==> src/rtl/game_input_pkg.sv <==
// Shared types for the game push-button conditioner: button indices,
// repeat FSM states and the fixed-priority command arbiter.
package game_input_pkg;

   localparam int NUM_BTNS = 3;

   typedef enum logic [1:0] {
      BTN_START  = 2'd0,
      BTN_MOVE   = 2'd1,
      BTN_SELECT = 2'd2
   } btn_idx_t;

   typedef enum logic [1:0] {
      RPT_IDLE,
      RPT_DELAY,
      RPT_REPEAT
   } rpt_state_t;

   // Start beats select beats move; losers are dropped, never queued.
   function automatic logic [NUM_BTNS-1:0] arbitrate(input logic startEvt,
                                                     input logic selectEvt,
                                                     input logic moveEvt);
      logic [NUM_BTNS-1:0] grant;
      grant = '0;
      if (startEvt) begin
         grant[BTN_START] = 1'b1;
      end else if (selectEvt) begin
         grant[BTN_SELECT] = 1'b1;
      end else if (moveEvt) begin
         grant[BTN_MOVE] = 1'b1;
      end
      return grant;
   endfunction

endpackage

==> src/rtl/btn_debounce.sv <==
// One raw push-button: 2-flop synchroniser, polarity normalise, debounce
// counter and stable level, plus a one-cycle strobe on each accepted press.
module btn_debounce #(
   parameter int DEBOUNCE_CYCLES = 500000,
   parameter bit BTN_ACTIVE_LOW  = 1'b1
) (
   input  logic clk_i,
   input  logic rst_n_i,
   input  logic btn_i,
   output logic lvl_o,
   output logic press_o
);

   localparam int               CNT_W    = (DEBOUNCE_CYCLES > 1) ? $clog2(DEBOUNCE_CYCLES) : 1;
   localparam logic [CNT_W-1:0] CNT_LAST = CNT_W'(DEBOUNCE_CYCLES - 1);
   localparam logic             IDLE_RAW = BTN_ACTIVE_LOW;

   logic             sync1_q, sync2_q;
   logic             pressed;
   logic             lvl_q, lvl_d;
   logic             press_q, press_d;
   logic [CNT_W-1:0] cnt_q, cnt_d;

   // Synchroniser resets to the released level so reset never looks like a press.
   always_ff @(posedge clk_i or negedge rst_n_i) begin
      if (!rst_n_i) begin
         sync1_q <= IDLE_RAW;
         sync2_q <= IDLE_RAW;
      end else begin
         sync1_q <= btn_i;
         sync2_q <= sync1_q;
      end
   end

   assign pressed = sync2_q ^ BTN_ACTIVE_LOW;

   always_comb begin
      cnt_d   = cnt_q;
      lvl_d   = lvl_q;
      press_d = 1'b0;
      if (pressed == lvl_q) begin
         cnt_d = '0;
      end else if (cnt_q == CNT_LAST) begin
         lvl_d   = ~lvl_q;
         cnt_d   = '0;
         press_d = pressed;
      end else begin
         cnt_d = cnt_q + CNT_W'(1);
      end
   end

   always_ff @(posedge clk_i or negedge rst_n_i) begin
      if (!rst_n_i) begin
         cnt_q   <= '0;
         lvl_q   <= 1'b0;
         press_q <= 1'b0;
      end else begin
         cnt_q   <= cnt_d;
         lvl_q   <= lvl_d;
         press_q <= press_d;
      end
   end

   assign lvl_o   = lvl_q;
   assign press_o = press_q;

endmodule

==> src/rtl/game_input_conditioner.sv <==
// Turns the start/move/select keys into clean single-cycle commands for
// game_controller, with auto-repeat on move and one command per cycle at most.
module game_input_conditioner #(
   parameter int DEBOUNCE_CYCLES = 500000,
   parameter int REPEAT_DELAY    = 25000000,
   parameter int REPEAT_PERIOD   = 10000000,
   parameter bit BTN_ACTIVE_LOW  = 1'b1
) (
   input  logic       clk,
   input  logic       hrd_rst_n,
   input  logic       start_btn,
   input  logic       move_btn,
   input  logic       select_btn,
   output logic       start,
   output logic       move,
   output logic       select,
   output logic [2:0] held
);

   import game_input_pkg::*;

   localparam int RPT_MAX = (REPEAT_DELAY > REPEAT_PERIOD) ? REPEAT_DELAY : REPEAT_PERIOD;
   localparam int RCNT_W  = (RPT_MAX > 1) ? $clog2(RPT_MAX) : 1;
   localparam logic [RCNT_W-1:0] DELAY_LAST  = RCNT_W'(REPEAT_DELAY - 1);
   localparam logic [RCNT_W-1:0] PERIOD_LAST = RCNT_W'(REPEAT_PERIOD - 1);

   logic [NUM_BTNS-1:0] rawBtn;
   logic [NUM_BTNS-1:0] lvl;
   logic [NUM_BTNS-1:0] press;
   logic [NUM_BTNS-1:0] cmd_q, cmd_d;
   rpt_state_t          state_q, state_d;
   logic [RCNT_W-1:0]   rcnt_q, rcnt_d;
   logic                repeatEvt;

   assign rawBtn = {select_btn, move_btn, start_btn};

   for (genvar b = 0; b < NUM_BTNS; b++) begin : gBtn
      btn_debounce #(
         .DEBOUNCE_CYCLES(DEBOUNCE_CYCLES),
         .BTN_ACTIVE_LOW (BTN_ACTIVE_LOW)
      ) uDebounce (
         .clk_i  (clk),
         .rst_n_i(hrd_rst_n),
         .btn_i  (rawBtn[b]),
         .lvl_o  (lvl[b]),
         .press_o(press[b])
      );
   end

   // A released move key wins over a repeat that would fire in the same cycle.
   always_comb begin
      state_d   = state_q;
      rcnt_d    = rcnt_q;
      repeatEvt = 1'b0;
      if (!lvl[BTN_MOVE]) begin
         state_d = RPT_IDLE;
         rcnt_d  = '0;
      end else begin
         case (state_q)
            RPT_IDLE: begin
               if (press[BTN_MOVE]) begin
                  state_d = RPT_DELAY;
                  rcnt_d  = '0;
               end
            end
            RPT_DELAY: begin
               if (rcnt_q == DELAY_LAST) begin
                  repeatEvt = 1'b1;
                  state_d   = RPT_REPEAT;
                  rcnt_d    = '0;
               end else begin
                  rcnt_d = rcnt_q + RCNT_W'(1);
               end
            end
            RPT_REPEAT: begin
               if (rcnt_q == PERIOD_LAST) begin
                  repeatEvt = 1'b1;
                  rcnt_d    = '0;
               end else begin
                  rcnt_d = rcnt_q + RCNT_W'(1);
               end
            end
            default: begin
               state_d = RPT_IDLE;
               rcnt_d  = '0;
            end
         endcase
      end
   end

   assign cmd_d = arbitrate(press[BTN_START], press[BTN_SELECT], press[BTN_MOVE] | repeatEvt);

   always_ff @(posedge clk or negedge hrd_rst_n) begin
      if (!hrd_rst_n) begin
         state_q <= RPT_IDLE;
         rcnt_q  <= '0;
         cmd_q   <= '0;
      end else begin
         state_q <= state_d;
         rcnt_q  <= rcnt_d;
         cmd_q   <= cmd_d;
      end
   end

   assign start  = cmd_q[BTN_START];
   assign move   = cmd_q[BTN_MOVE];
   assign select = cmd_q[BTN_SELECT];
   assign held   = lvl;

endmodule
==> config.mk <==
export PLATFORM = sky130hd
export DESIGN_NAME = game_input_conditioner
export DESIGN_NICKNAME = d
export VERILOG_FILES = /design/src/rtl/game_input_pkg.sv /design/src/rtl/btn_debounce.sv /design/src/rtl/game_input_conditioner.sv
export SDC_FILE = /design/constraint.sdc
export NUM_CORES = 1
export LEC_CHECK = 0
export BUFFER_PORTS_ARGS = -buffer_cell sky130_fd_sc_hd__buf_4
export CAP_MARGIN = 40
export CORE_MARGIN = 3
export CORE_UTILIZATION = 40
export DETAILED_ROUTE_END_ITERATION = 10
export PLACE_DENSITY_LB_ADDON = 0.05
export SLEW_MARGIN = 20
export SYNTH_ARGS = -nofsm -noshare
export SYNTH_HDL_FRONTEND = slang
export SYNTH_HIERARCHICAL = 1
export SYNTH_SLANG_ARGS = --single-unit
==> constraint.sdc <==
create_clock -name clk -period 3.4 [get_ports clk]
set_clock_uncertainty 0.15 [all_clocks]
set_input_delay 0.68 -clock clk [delete_from_list [all_inputs] [get_ports clk]]
set_output_delay 0.68 -clock clk [all_outputs]
set_load 0.02 [all_outputs]
==> qor.yml <==
status: "finished clean"
numCtsBuffers: 9
root_buffer: "clkbuf_16"
cts_sinks: 99
cts_tree: "built"
slew_headroom: 0.502
crit_fanout: 13
drive_gt1_frac: 0.0990
netlist_instances: 565
die_area_sq_um: 14700
grt_max_degree: 59
hold_violations: 0
track_usage: 0.171
route.detailed.drc: 0
r2r-end: "state_q[1]"
synthesis.nets: 578
postRouteAntennaNets: 0
path_cells: "ha_1 > nand4_1 > nor4_1 > a21boi_2 > buf_4 > nor3_2 > mux2i_1"
grt_setup_unrepaired: "false"
dp_hpwl_um: 7880
die_w_um: 121
setup.worst_path.end_class: "flop"
fmax_ghz: 0.410
portBuffers: 10
finalSetupTns_ns: 0
rows: 41
cts-htree-levels: 3
first_pass_iters: 4
routed_wl_um: 11600
drv_cap: 0
synth_edf_count: 0
p_total_mw: 2.49
post_cts_resized: 0
viasPerCell: 5.59
yosysSeqAreaShare: 0.466
coreArea_sq_um: 12800
cts.clk_slew.worst_paths_ns: 0.07
first_iter_violations: 299
pin_count: 11
critPathLaunchType: "flop"
worstReg2RegStart: "rcnt_q[0]"
finalSetupViolCount: 0
slew_viol_final: 0
cp.arrival_ns: 2.56
die_h_um: 121
areaGrowthSynthToFinish_pct: 11.5
r2r_setup_slack_ns: 0.96
async_flop_share: 1.00
nets: 584
synthFlopType: "dfrtp_1"
critPathKind: "flop to flop"
antenna_found_initial: 0
insertion_delay_ns: 0.35
cp_slowest_cell: "nor4_1"
final_util: 0.463
ys_ff_latch: 99
cts_buffer_depth: 2
start_util: 0.416
pwr_density_cell_nw_per_um2: 419
p_leak_nw: 2.31
max_stage_delay_ns: 0.44
worstMarginPinSlew_ns: 0.742
cp_data_required_time_ns: 3.53
antenna_cells: 0
fin_crit_ns: 2.44
wl_per_cell_um: 15.5
syn_area_per_cell_sq_um: 9.43
finalCritPeriodShare: 0.718
vias: 4179
min_path_type: "input pin to async pin"
syn_area_sq_um: 5330
grt_pass1_wl_um: 20300
ff2ff_path_depth: 7
grt-ovfl-total: 0
vdd_drop_max_mv: 0.263
globalplace.congestion: 0.850
postCtsHoldBufs: 0
grt_pass1_vias: 4004
synth.distinct_cells: 49
ys_warn_count: 6
post_cts_buffers: 0
[stage by stage]
stage	setup WS [ns]	instances	area (sq um)	hold WS, ns
3_5_place_dp	0.909	732	5580	0.198
3_3_place_gp	1.00	731	5570	0.196
6_report	0.960	748	5940	0.167
2_1_floorplan	1.33	565	5330	0.195
5_1_grt	0.713	748	5940	0.203
4_1_cts	0.932	748	5940	0.186
[final cells by class]
class / count / area (sq um)
Multi-Input combinational cell: 429 / 2680
Timing Repair Buffer: 18 / 151
Clock inverter: 5 / 108
Fill cell: 1237 / 6880
Inverter: 14 / 52.6
Sequential cell: 99 / 2480
Clock buffer: 11 / 253
Tap cell: 172 / 215
[routing by layer]
layer / global-route usage / up-vias / wire length [um]
met5: 0 / - / 0
met4: 0.0546 / 0 / 145
li1: - / 2048 / -
met1: 0.237 / 2058 / 5610
met3: 0.0438 / 12 / 347
met2: 0.260 / 61 / 5470
[power by group]
group | internal (mW) | total, mW | switching [mW]
clock | 0.764 | 1.22 | 0.457
sequential | 1.19 | 1.21 | 0.0156
combinational | 0.0175 | 0.0590 | 0.0415
[kinds of logic after synthesis]
group | after synthesis | synth area share
xor gates and xnor gates | 51 | 0.0838
muxes | 5 | 0.00939
buffers and inverters | 37 | 0.0315
and+or+nand+nor | 301 | 0.302
adders and majority gates | 8 | 0.0188
DFF | 99 | 0.466
AOI/OAI and AO/OA | 64 | 0.0881
[layout by cell type (no fill, tap or decap), types with 3 or more instances in the layout]
cell type / n
nand2_1: 62
dfstp_2: 6
o21a_1: 4
bufinv_16: 3
a21oi_1: 4
or4_4: 4
o2111ai_1: 7
ha_1: 8
nor3_1: 21
xnor2_1: 42
o21ai_0: 11
o21ai_1: 8
nor4_1: 16
mux2i_1: 5
nor4bb_1: 3
or3_1: 4
nand3_1: 28
buf_4: 16
nor4b_1: 6
o221ai_1: 15
nor3b_1: 3
inv_1: 14
clkbuf_16: 9
o211ai_1: 7
nand4_1: 35
and3_1: 9
nor2_1: 73
nand4_2: 6
and2_1: 11
xor2_1: 9
dfrtp_1: 93
nor2b_1: 4
[critical path: cells and delay by family, from the launching register on]
kind | cells | cell delay [ns]
simple gates | 3 | 0.80
fa+ha+maj | 1 | 0.24
flops | 1 | 0.41
mux | 1 | 0.21
buf+inv | 1 | 0.26
compound gates | 1 | 0.29
[cells in the mapped netlist, drive strengths merged (7+ instances only)]
master	n	share of area
and2	13	0.015
and3	9	0.011
buf	8	0.010
clkbuf	15	0.012
dfrtp	93	0.44
ha	8	0.019
inv	14	0.0099
nand2	62	0.044
nand3	28	0.026
nand4	41	0.055
nor2	73	0.051
nor3	22	0.022
nor4	17	0.023
o2111ai	7	0.012
o211ai	7	0.0099
o21ai	20	0.021
o221ai	15	0.025
xnor2	42	0.069
xor2	9	0.015
[worst max-delay path by stage]
stage                    start          to  slack (ns)
floorplan           state_q[0]  rcnt_q[20]        1.33
global placement     rcnt_q[0]  rcnt_q[22]        1.00
detailed placement   rcnt_q[0]  state_q[1]        0.91
CTS                  rcnt_q[0]  state_q[1]        0.93
global route         rcnt_q[0]  state_q[1]        0.71
finish               rcnt_q[0]  state_q[1]        0.96
[state kept, by name (all words and copies together) (netlist names)]
register                count
gBtn.uDebounce/cnt_q       57
rcnt_q                     25
cmd_q                       3
gBtn.uDebounce/lvl_o        3
gBtn.uDebounce/press_o      3
gBtn.uDebounce/sync1_q      3
gBtn.uDebounce/sync2_q      3
state_q                     2
Note: power is estimated with default switching activity, not from simulation.
